File: src/rtl/audio_period_meter.sv
// audio_period_meter
// Measures period and high time of a signed 16-bit audio waveform by counting
// audio samples between hysteresis-qualified rising edges.
//
// Ports:
//   clk          system clock, all logic on rising edge
//   reset        synchronous, active-high
//   audio_clk_en one-cycle sample strobe; state advances only when high
//   in           signed 16-bit audio sample (read on strobe)
//   period       last measured period in samples (0 after timeout)
//   high_time    samples spent high in the last measured period
//   valid        one-cycle pulse on each measurement or timeout
//   timeout      set on timeout, cleared by the next good measurement
//   locked       high while consecutive measurements are good
module audio_period_meter #(
   parameter logic signed [15:0] HYST_HIGH   = 16'sd1000,
   parameter logic signed [15:0] HYST_LOW    = -16'sd1000,
   parameter int                 COUNT_WIDTH = 12,
   parameter int                 MAX_PERIOD  = 4095
) (
   input  logic                   clk,
   input  logic                   reset,
   input  logic                   audio_clk_en,
   input  logic signed [15:0]     in,
   output logic [COUNT_WIDTH-1:0] period,
   output logic [COUNT_WIDTH-1:0] high_time,
   output logic                   valid,
   output logic                   timeout,
   output logic                   locked
);

   localparam logic [COUNT_WIDTH-1:0] MAX_CNT = COUNT_WIDTH'(MAX_PERIOD);
   localparam logic [COUNT_WIDTH-1:0] ONE     = COUNT_WIDTH'(1);

   typedef enum logic [1:0] {ARM, SEEK, MEAS_HIGH, MEAS_LOW} state_t;

   state_t                 state;
   logic                   level;
   logic [COUNT_WIDTH-1:0] cnt;
   logic [COUNT_WIDTH-1:0] hi_cnt;

   logic rise, fall, level_nxt, at_max, measuring;

   // HYST_LOW < HYST_HIGH, so one sample can never be both a rise and a fall.
   always_comb begin
      rise      = !level && (in >= HYST_HIGH);
      fall      =  level && (in <= HYST_LOW);
      level_nxt = rise ? 1'b1 : (fall ? 1'b0 : level);
      at_max    = (cnt == MAX_CNT);
      measuring = (state == MEAS_HIGH) || (state == MEAS_LOW);
   end

   always_ff @(posedge clk) begin
      if (reset) begin
         state     <= ARM;
         level     <= 1'b0;
         cnt       <= '0;
         hi_cnt    <= '0;
         period    <= '0;
         high_time <= '0;
         valid     <= 1'b0;
         timeout   <= 1'b0;
         locked    <= 1'b0;
      end else begin
         valid <= 1'b0;
         if (audio_clk_en) begin
            level <= level_nxt;
            // Samples since last rise, inclusive; saturates so a stuck input
            // is caught by the timeout compare below.
            if (rise)
               cnt <= ONE;
            else if (!at_max)
               cnt <= cnt + ONE;

            // Timeout wins over any edge on the same sample.
            if (measuring && at_max) begin
               period    <= '0;
               high_time <= '0;
               timeout   <= 1'b1;
               locked    <= 1'b0;
               valid     <= 1'b1;
               state     <= ARM;
            end else begin
               case (state)
                  // Leave ARM only once the post-sample level is low, so a
                  // waveform already high never yields a partial cycle.
                  ARM: if (!level_nxt) state <= SEEK;
                  SEEK: if (rise) state <= MEAS_HIGH;
                  MEAS_HIGH: if (fall) begin
                     hi_cnt <= cnt;
                     state  <= MEAS_LOW;
                  end
                  MEAS_LOW: if (rise) begin
                     period    <= cnt;
                     high_time <= hi_cnt;
                     valid     <= 1'b1;
                     timeout   <= 1'b0;
                     locked    <= 1'b1;
                     state     <= MEAS_HIGH;
                  end
                  default: state <= ARM;
               endcase
            end
         end
      end
   end

endmodule

File: config.mk
export PLATFORM = sky130hd
export DESIGN_NAME = audio_period_meter
export DESIGN_NICKNAME = d
export VERILOG_FILES = /design/src/rtl/audio_period_meter.sv
export SDC_FILE = /design/constraint.sdc
export NUM_CORES = 1
export LEC_CHECK = 0
export ABC_AREA = 1
export CAP_MARGIN = 20
export CELL_PAD_IN_SITES_DETAIL_PLACEMENT = 2
export CELL_PAD_IN_SITES_GLOBAL_PLACEMENT = 2
export CORE_UTILIZATION = 26
export DETAILED_ROUTE_END_ITERATION = 10
export HOLD_SLACK_MARGIN = 0.12
export PLACE_DENSITY_LB_ADDON = 0.15
export SLEW_MARGIN = 40
export SYNTH_ARGS = -nofsm -noshare
export SYNTH_HDL_FRONTEND = slang
export SYNTH_SLANG_ARGS = --single-unit
export TNS_END_PERCENT = 1
File: constraint.sdc
create_clock -name clk -period 1.9 [get_ports clk]
set_clock_uncertainty 0.1 [all_clocks]
set_input_delay 0.38 -clock clk [delete_from_list [all_inputs] [get_ports clk]]
set_output_delay 0.38 -clock clk [all_outputs]
set_load 0.01 [all_outputs]
Word level (Yosys, flattened, before mapping)
Cells that the tools add are included.
- order comparisons: 2
- div/mod/pow operators: 0
- shift-type cells: 0
- reduce and logical (&&, ||, !) cells: 14
- add/subtract/negate cells: 1
- eq/ne operators: 8
- mux-type cells: 24
- bitwise operators: 2
- multiply operators: 0
- operators by type and width (cell ; count):
    12-bit two-way mux ; 8
    16-bit by 11-bit greater-or-equal comparator with 1-bit output (second input constant) ; 1
    16-bit by 11-bit less-or-equal comparator with 1-bit output (second input constant) ; 1
    12-bit by 1-bit adder with 12-bit output (second input constant) ; 1
    12-bit equality test (second input constant) ; 1
    1-bit two-way mux ; 11
    2-bit two-way mux ; 4
    4-bit AND reduction ; 2
    2-bit case mux with 3 select lines ; 1
    2-bit equality test (second input constant) ; 2
    2-bit nonzero test ; 2
    2-bit OR reduction ; 2
    1-bit logical AND ; 3
    3-bit by 1-bit != test with 1-bit output (second input constant) ; 1
    3-bit by 2-bit != test with 1-bit output (second input constant) ; 1
    3-bit != test (second input constant) ; 1
    3-bit AND reduction ; 1
    2-bit by 1-bit equality test with 1-bit output (second input constant) ; 1
    2-bit logical NOT ; 1
    2-bit != test (second input constant) ; 1
    1-bit inverter ; 2
    2-bit AND reduction ; 1
    1-bit logical NOT ; 1
    1-bit logical OR ; 1
- word-level logic and storage cells: 60
- memory bits (writable): 0
- input port bits: 19
- memory bits (read-only): 0
- register bits after elaboration: 54
- memories: 0
- bits in latches: 0

Depth between registers and ports, before layout
Gate-level depths: netlist of run 1.
- depth after elaboration: 7
- gate-level depth with buffers: 12
- depth with buffers taken out: 12

Least setup slack after synthesis of run 1
No wires, ideal clock.
- path kind: register to register
- start: register cnt[0]
- end: register high_time[10]
- buffers on the path: 1
- setup time: 132 ps
- slack: 111 ps
- data arrival time: 1557 ps
- stages on the path, launching flop included: 10
- clock period less this slack: 1789 ps
- required time: 1668 ps
- path through: dfxtp_1 ha_1 nand3_1 inv_2 nand4_4 o21ai_4 nand2_4 buf_2 nand2_1 a21oi_1
- cells in the longest elaborated chain, start to end: 4
- elaborated cells on any way between the ends: 6
- RTL lines (element ; RTL line ; text):
    start, declared ; 39 ; logic [COUNT_WIDTH-1:0] cnt;
    start signal, assigned ; 73 ; cnt <= cnt + ONE;
    12-bit equality test * ; 49 ; at_max = (cnt == MAX_CNT);
    1-bit logical AND * ; 76 ; if (measuring && at_max) begin
    2-bit nonzero test (no source line) ; n/a ;
    3-bit AND reduction (no source line) ; n/a ;
    end signal, assigned ; 95 ; high_time <= hi_cnt;
    end, declared ; 26 ; output logic [COUNT_WIDTH-1:0] high_time,
Mark *: on every way between the ends. The rest lies on a longest branch, timed or not.
A chain may end at the register's enable or synchronous reset.

Final worst setup path of run 1
- start: input port in[5]
- end: register period[10]
- cells in the longest elaborated chain, start to end: 4
- RTL lines (element ; RTL line ; text):
    start, declared ; 24 ; input logic signed [15:0] in,
    16-bit by 11-bit greater-or-equal comparator with 1-bit output ; 46 ; rise = !level && (in >= HYST_HIGH);
    1-bit logical AND ; 46 ;
    2-bit nonzero test (no source line) ; n/a ;
    3-bit AND reduction (no source line) ; n/a ;
    end signal, assigned ; 94 ; period <= cnt;
    end, declared ; 25 ; output logic [COUNT_WIDTH-1:0] period,
No other way between the ends.

==> impl_metrics.csv, run 1 <==
group,metric,value,unit
outcome,status,"finished clean",
synth,synth_top_family_by_area,"simple AND/OR/NAND/NOR gates",
final_layout,nFillCells,1100,
final_layout,mostFrequentLayoutCells,"70 x nand2_1, 50 x dfxtp_1, 47 x nor2_1",
synth,synth_fa_ha_area_frac,0.005020,
synth,synth_xor_area_frac,0.01757,
synth,synth_top_area_cell,"dfxtp_1",
route,wl_per_cell,15.46,um
placement,io_buffers,45,
clock_network,insertion_delay,0.31,ns
sta,max_freq,552.4,MHz
critical_path,cp-end-kind,"register",
grt,grt_pass1_vias,2780,
final_layout,final_common_cell,"nand2_1",
synth,synthTopCellsByArea,"dfxtp_1 43%, nand2_1 11%, a21oi_1 8.4%",
final_layout,fin_nets,439,
die,fp.dieArea,9982,um2
critical_path,cp.required,2.05,ns
critical_path,worst_r2r_path_depth,9,
die,core_area,9284,um2
power_and_ir_drop,ir_worst_vdd,0.2609,mV
final_layout,layout-drive-gt1-share,0.1929,
critical_path,cp.arrival,1.96,ns
final_layout,utilization,0.3845,
sta,rsz0062_at_grt,"true",
grt,grt_overflow_total,0,
power_and_ir_drop,p_leak,1.319,nW
critical_path,cp_max_fo,6,
synth,synth_warnings,0,
die,start_util,0.2685,
power_and_ir_drop,p_per_area,612.4,nW/um2
clock_network,root_buffer,"clkbuf_8",
grt,antenna_found_initial,0,
route,via_per_inst,4.765,
synth,syn_area,2492,um2
clock_network,cts_tree,"done",
route,dr.pass1.iters,4,
hold_path,hp-class,"register to register",
clock_network,numCtsBuffers,5,
clock_network,htree_levels,2,
grt,grt_pass1_wl,13830,um
sta,period_share,0.9529,
synth,syn_area_per_cell,7.162,um2
final_layout,diodes,0,
die,dieWidth,99.91,um
sta,hold_viol_final,0,
placement,gp_congestion,0.7839,
route,ant_nets,0,
synth,synthSimpleGateAreaFrac,0.3444,
synth,synthMuxAreaShare,0,
sta,setup_viol,0,
route,routed_wl,8488,um
synth,ys_ff_latch,54,
run,max_cap_viol_count,0,
synth,synth_compound_area_frac,0.1235,
synth,synthesis.nets,368,
sta,worst_pin_slew,0.3789,ns
final_layout,area_growth,43.22,%
critical_path,crit_type,"input pin to register",
sta,whs,0.3726,ns
hold_path,holdPathStages,2,
sta,slew_violations,0,
grt,grt_usage,0.1752,
critical_path,start_kind,"input pin",
die,rows,35,
route,dr_total_vias,2616,
sta,slew_headroom,0.7466,
clock_network,cts.path.max_buffers,2,
die,pin_count,46,
clock_network,clk_pin_slew,0.10,ns
placement,hpwl,6167,um
die,die_h,99.91,um
synth,yosysTopAreaCellShare,0.4337,
synth,ys_types,28,
synth,seq_area_frac_synth,0.4337,
route,drc,0,
clock_network,cts.sinks,54,
route,first_iter_violations,47,
sta,period_minus_slack,1.810,ns
clock_network,ctsHoldBuffers,0,
grt,grt_max_degree,34,
synth,syn_inst,348,
cells in the mapped netlist (all sizes together):
| cell type | number |
|---|---|
| a21oi | 42 |
| a31oi | 1 |
| buf | 8 |
| clkbuf | 11 |
| clkinv | 2 |
| dfxtp | 54 |
| ha | 1 |
| inv | 21 |
| nand2 | 81 |
| nand3 | 21 |
| nand4 | 28 |
| nor2 | 50 |
| nor3 | 6 |
| o21ai | 16 |
| or2 | 1 |
| xnor2 | 1 |
| xor2 | 4 |
through the flow:
stage          total power [mW]  TNS (ns)  area [um2]  worst slack (ns)  instances
2_1_floorplan             1.374         0        2492            0.1108        348
3_3_place_gp              1.497    -11.24        3253           -0.2522        533
3_5_place_dp              1.511    -15.62        3253           -0.3819        533
4_1_cts                   2.170  -0.03168        3362          -0.01531        542
5_1_grt                   2.294   -0.1478        3570          -0.03028        549
6_report                  2.186         0        3570           0.08957        549
where the power goes:
| part | switching [mW] | internal [mW] | leakage [nW] | total, mW |
|---|---|---|---|---|
| Sequential | 0.0277 | 1.16 | 0.438 | 1.18 |
| Combinational | 0.196 | 0.140 | 0.837 | 0.336 |
| Clock | 0.404 | 0.262 | 0.0452 | 0.666 |
metal layers:
layer,part of all wire,GRT usage,vias up
li1,-,-,1301
met1,0.46,0.2176,1274
met2,0.50,0.3204,32
met3,0.018,0.02646,9
met4,0.013,0.03394,0
met5,0,0,-
repair_timing:
item	CTS	global route
pin swaps	2	19
cloned	0	4
endpoints found under the setup margin	27	50
endpoints found under the hold margin	0	0
gates resized for setup	5	43
buffers inserted	1	3
worst max-delay path: stages:
cell,delay (ns)
clkdlybuf4s50_1,0.47
inv_2,0.04
nor2_1,0.10
nand2_1,0.08
nand2_2,0.10
nand2_4,0.08
o21ai_4,0.17
buf_12,0.16
buf_6,0.13
nand4_1,0.10
a21oi_1,0.14
path summary, 6_finish.rpt:
check | start | slack [ns] | to
worst max-delay path | in[5] | 0.09 | period[10]
worst min-delay path | period[4] | 0.37 | period[4]
worst max register to register | cnt[1] | 0.11 | state[1]
worst min register to register | period[4] | 0.37 | period[4]
logic make-up (layout without fill, tap and decap cells):
logic type               after synthesis  count (layout)
AND/OR/NAND/NOR                      187             188
flip-flops                            54              54
XOR/XNOR                               5               5
AO/OA/AOI/OAI                         59              59
adder cells (fa/ha/maj)                1               1
buffers and inverters                 42             113
sequential cells by signal, summed over array words and instances (netlist names):
name	flops
cnt	12
hi_cnt	12
high_time	12
level	1
locked	1
period	12
state	2
timeout	1
valid	1
area by class of cell:
| type | instances | area, um2 | share of cell area |
|---|---|---|---|
| clock buffers | 6 | 72.57 | 0.02033 |
| clock inverters | 2 | 13.76 | 0.003856 |
| inverters | 23 | 100.1 | 0.02804 |
| multi-input cells | 253 | 1321 | 0.3701 |
| flip-flops and latches | 54 | 1086 | 0.3042 |
| well taps | 129 | 161.4 | 0.04522 |
| repair buffers | 82 | 814.5 | 0.2282 |
No activity file was read; power rests on OpenSTA's default activity.
==> run 2: changes to the inputs <==
--- a/config.mk
+++ b/config.mk
@@ -9,6 +9,7 @@
 export CAP_MARGIN = 20
 export CELL_PAD_IN_SITES_DETAIL_PLACEMENT = 2
 export CELL_PAD_IN_SITES_GLOBAL_PLACEMENT = 2
+export CORE_MARGIN = 10
 export CORE_UTILIZATION = 26
 export DETAILED_ROUTE_END_ITERATION = 10
 export HOLD_SLACK_MARGIN = 0.12
==> impl_metrics.csv, run 2 (synthesis gave the netlist of run 1 again) <==
group,metric,value,unit
critical_path,crit_end,"state[1]",
sta,worst_pin_slew,0.4074,ns
route,dr_total_vias,2648,
clock_network,cts_tree,"done",
final_layout,layout-drive-gt1-share,0.2352,
grt,grt_pass1_vias,2763,
critical_path,cp.arrival,1.97,ns
final_layout,area_growth,48.75,%
grt,grt_max_degree,34,
placement,gp_congestion,0.7995,
sta,period_minus_slack,1.852,ns
sta,slew_violations,0,
sta,hold_viol_final,0,
power_and_ir_drop,p_leak,1.368,nW
die,rows,35,
final_layout,fin_nets,440,
hold_path,holdCritStartpoint,"high_time[5]",
critical_path,crit_type,"register to register",
final_layout,diodes,0,
route,drc,0,
critical_path,worst_r2r_path_depth,9,
clock_network,cts.sinks,54,
clock_network,cts.path.max_buffers,2,
placement,hpwl,6404,um
grt,grt_overflow_total,0,
clock_network,numCtsBuffers,5,
die,dieWidth,117.9,um
critical_path,rrSetupSlack,0.05,ns
sta,finalSetupTns,0,ns
power_and_ir_drop,power,2.263,mW
route,routed_wl,9503,um
die,start_util,0.2685,
clock_network,insertion_delay,0.32,ns
sta,period_share,0.9746,
critical_path,cp-end-kind,"register",
route,first_iter_violations,100,
run,max_cap_viol_count,0,
critical_path,cp_max_fo,4,
grt,grt_usage,0.1187,
grt,antenna_found_initial,0,
power_and_ir_drop,p_per_area,610.5,nW/um2
critical_path,regToRegEndpoint,"state[1]",
final_layout,mostFrequentLayoutCells,"61 x nand2_1, 51 x dfxtp_1, 45 x nor2_1",
critical_path,start_kind,"register",
placement,place_ws,-0.3720,ns
hold_path,hp-class,"register to register",
sta,whs,0.3716,ns
route,wl_per_cell,17.28,um
final_layout,nFillCells,1083,
die,core_area,9284,um2
critical_path,startpoint,"cnt[1]",
outcome,status,"finished clean",
power_and_ir_drop,ir_worst_vdd,0.2574,mV
route,ant_nets,0,
sta,setup_ws,0.04828,ns
sta,max_freq,540.0,MHz
die,fp.dieArea,13900,um2
die,die_h,117.9,um
clock_network,clk_pin_slew,0.12,ns
placement,io_buffers,45,
die,pin_count,46,
route,via_per_inst,4.815,
critical_path,r2r_start,"cnt[1]",
clock_network,root_buffer,"clkbuf_8",
sta,slew_headroom,0.7284,
sta,setup_viol,0,
clock_network,htree_levels,2,
sta,rsz0062_at_grt,"true",
critical_path,cp.required,2.02,ns
route,dr.pass1.iters,4,
final_layout,final_common_cell,"nand2_1",
grt,grt_pass1_wl,14220,um
run 2: cell types whose count changed in the layout (fill, tap and decap cells not counted), sizes merged:
cell	before	now
buf	36	34
clkbuf	7	6
clkdlybuf4s50	40	38
dlymetal6s2s	5	7
inv	20	22
nand2	82	84
run 2: final cells by class:
cell class / count / area (um2) / share of cell area
well taps: 129 / 161.4 / 0.04354
multi-input cells: 255 / 1454 / 0.3922
clock buffers: 5 / 68.82 / 0.01856
clock inverters: 3 / 28.78 / 0.007762
repair buffers: 80 / 800.8 / 0.2160
inverters: 23 / 100.1 / 0.02700
repair inverters: 1 / 8.758 / 0.002362
flip-flops and latches: 54 / 1085 / 0.2926
run 2: critical path, cell delays in order, from the launching register on:
cell and delay (ns):
dfxtp_2 0.37, ha_4 0.18, nand2_4 0.06, nor3_2 0.21
nand4_1 0.22, or2_1 0.31, nand2_2 0.11, nand3_2 0.07
nand2_1 0.08, nor2_1 0.05
run 2: report_power, final:
| group | internal [mW] | switching (mW) |
|---|---|---|
| sequential | 1.16 | 0.0305 |
| clock | 0.275 | 0.436 |
| combinational | 0.145 | 0.221 |
run 2: metrics by stage:
step           cells    util  instance area, um2
2_1_floorplan    348       -                2492
3_3_place_gp     530  0.3466                3218
3_5_place_dp     530  0.3466                3218
4_1_cts          538  0.3580                3323
5_1_grt          550  0.3993                3707
6_report         550  0.3993                3707
run 2: layer usage:
layer  routed length, um  GRT usage  up-vias  part of all wire
met2                4820     0.2017       32              0.51
li1                    -          -     1306                 -
met4                 121    0.02628        0             0.013
met5                   0          0        -                 0
met3                 260    0.02446       12             0.027
met1                4301     0.1498     1298              0.45
run 2: worst min-delay path by stage:
stage                   end  cells past startpoint
4_1_cts        high_time[5]                      2
5_1_grt        high_time[3]                      2
3_3_place_gp         locked                      2
2_1_floorplan     hi_cnt[0]                      2
6_report       high_time[5]                      2
3_5_place_dp   high_time[5]                      2
run 2: timing repair:
action / in CTS / in global routing
setup endpoints to repair: 13 / 53
hold buffers: 0 / 0
resized for setup: 2 / 79
setup buffers: 0 / 7
gates cloned: 0 / 6
pin swaps: 0 / 23
==> run 3: changes to the inputs <==
--- a/config.mk
+++ b/config.mk
@@ -14,7 +14,7 @@
 export DETAILED_ROUTE_END_ITERATION = 10
 export HOLD_SLACK_MARGIN = 0.12
 export PLACE_DENSITY_LB_ADDON = 0.15
-export SLEW_MARGIN = 40
+export SLEW_MARGIN = 20
 export SYNTH_ARGS = -nofsm -noshare
 export SYNTH_HDL_FRONTEND = slang
 export SYNTH_SLANG_ARGS = --single-unit
==> results of run 3 <==
The final DEF is identical to that of run 2; final timing and power are the same.
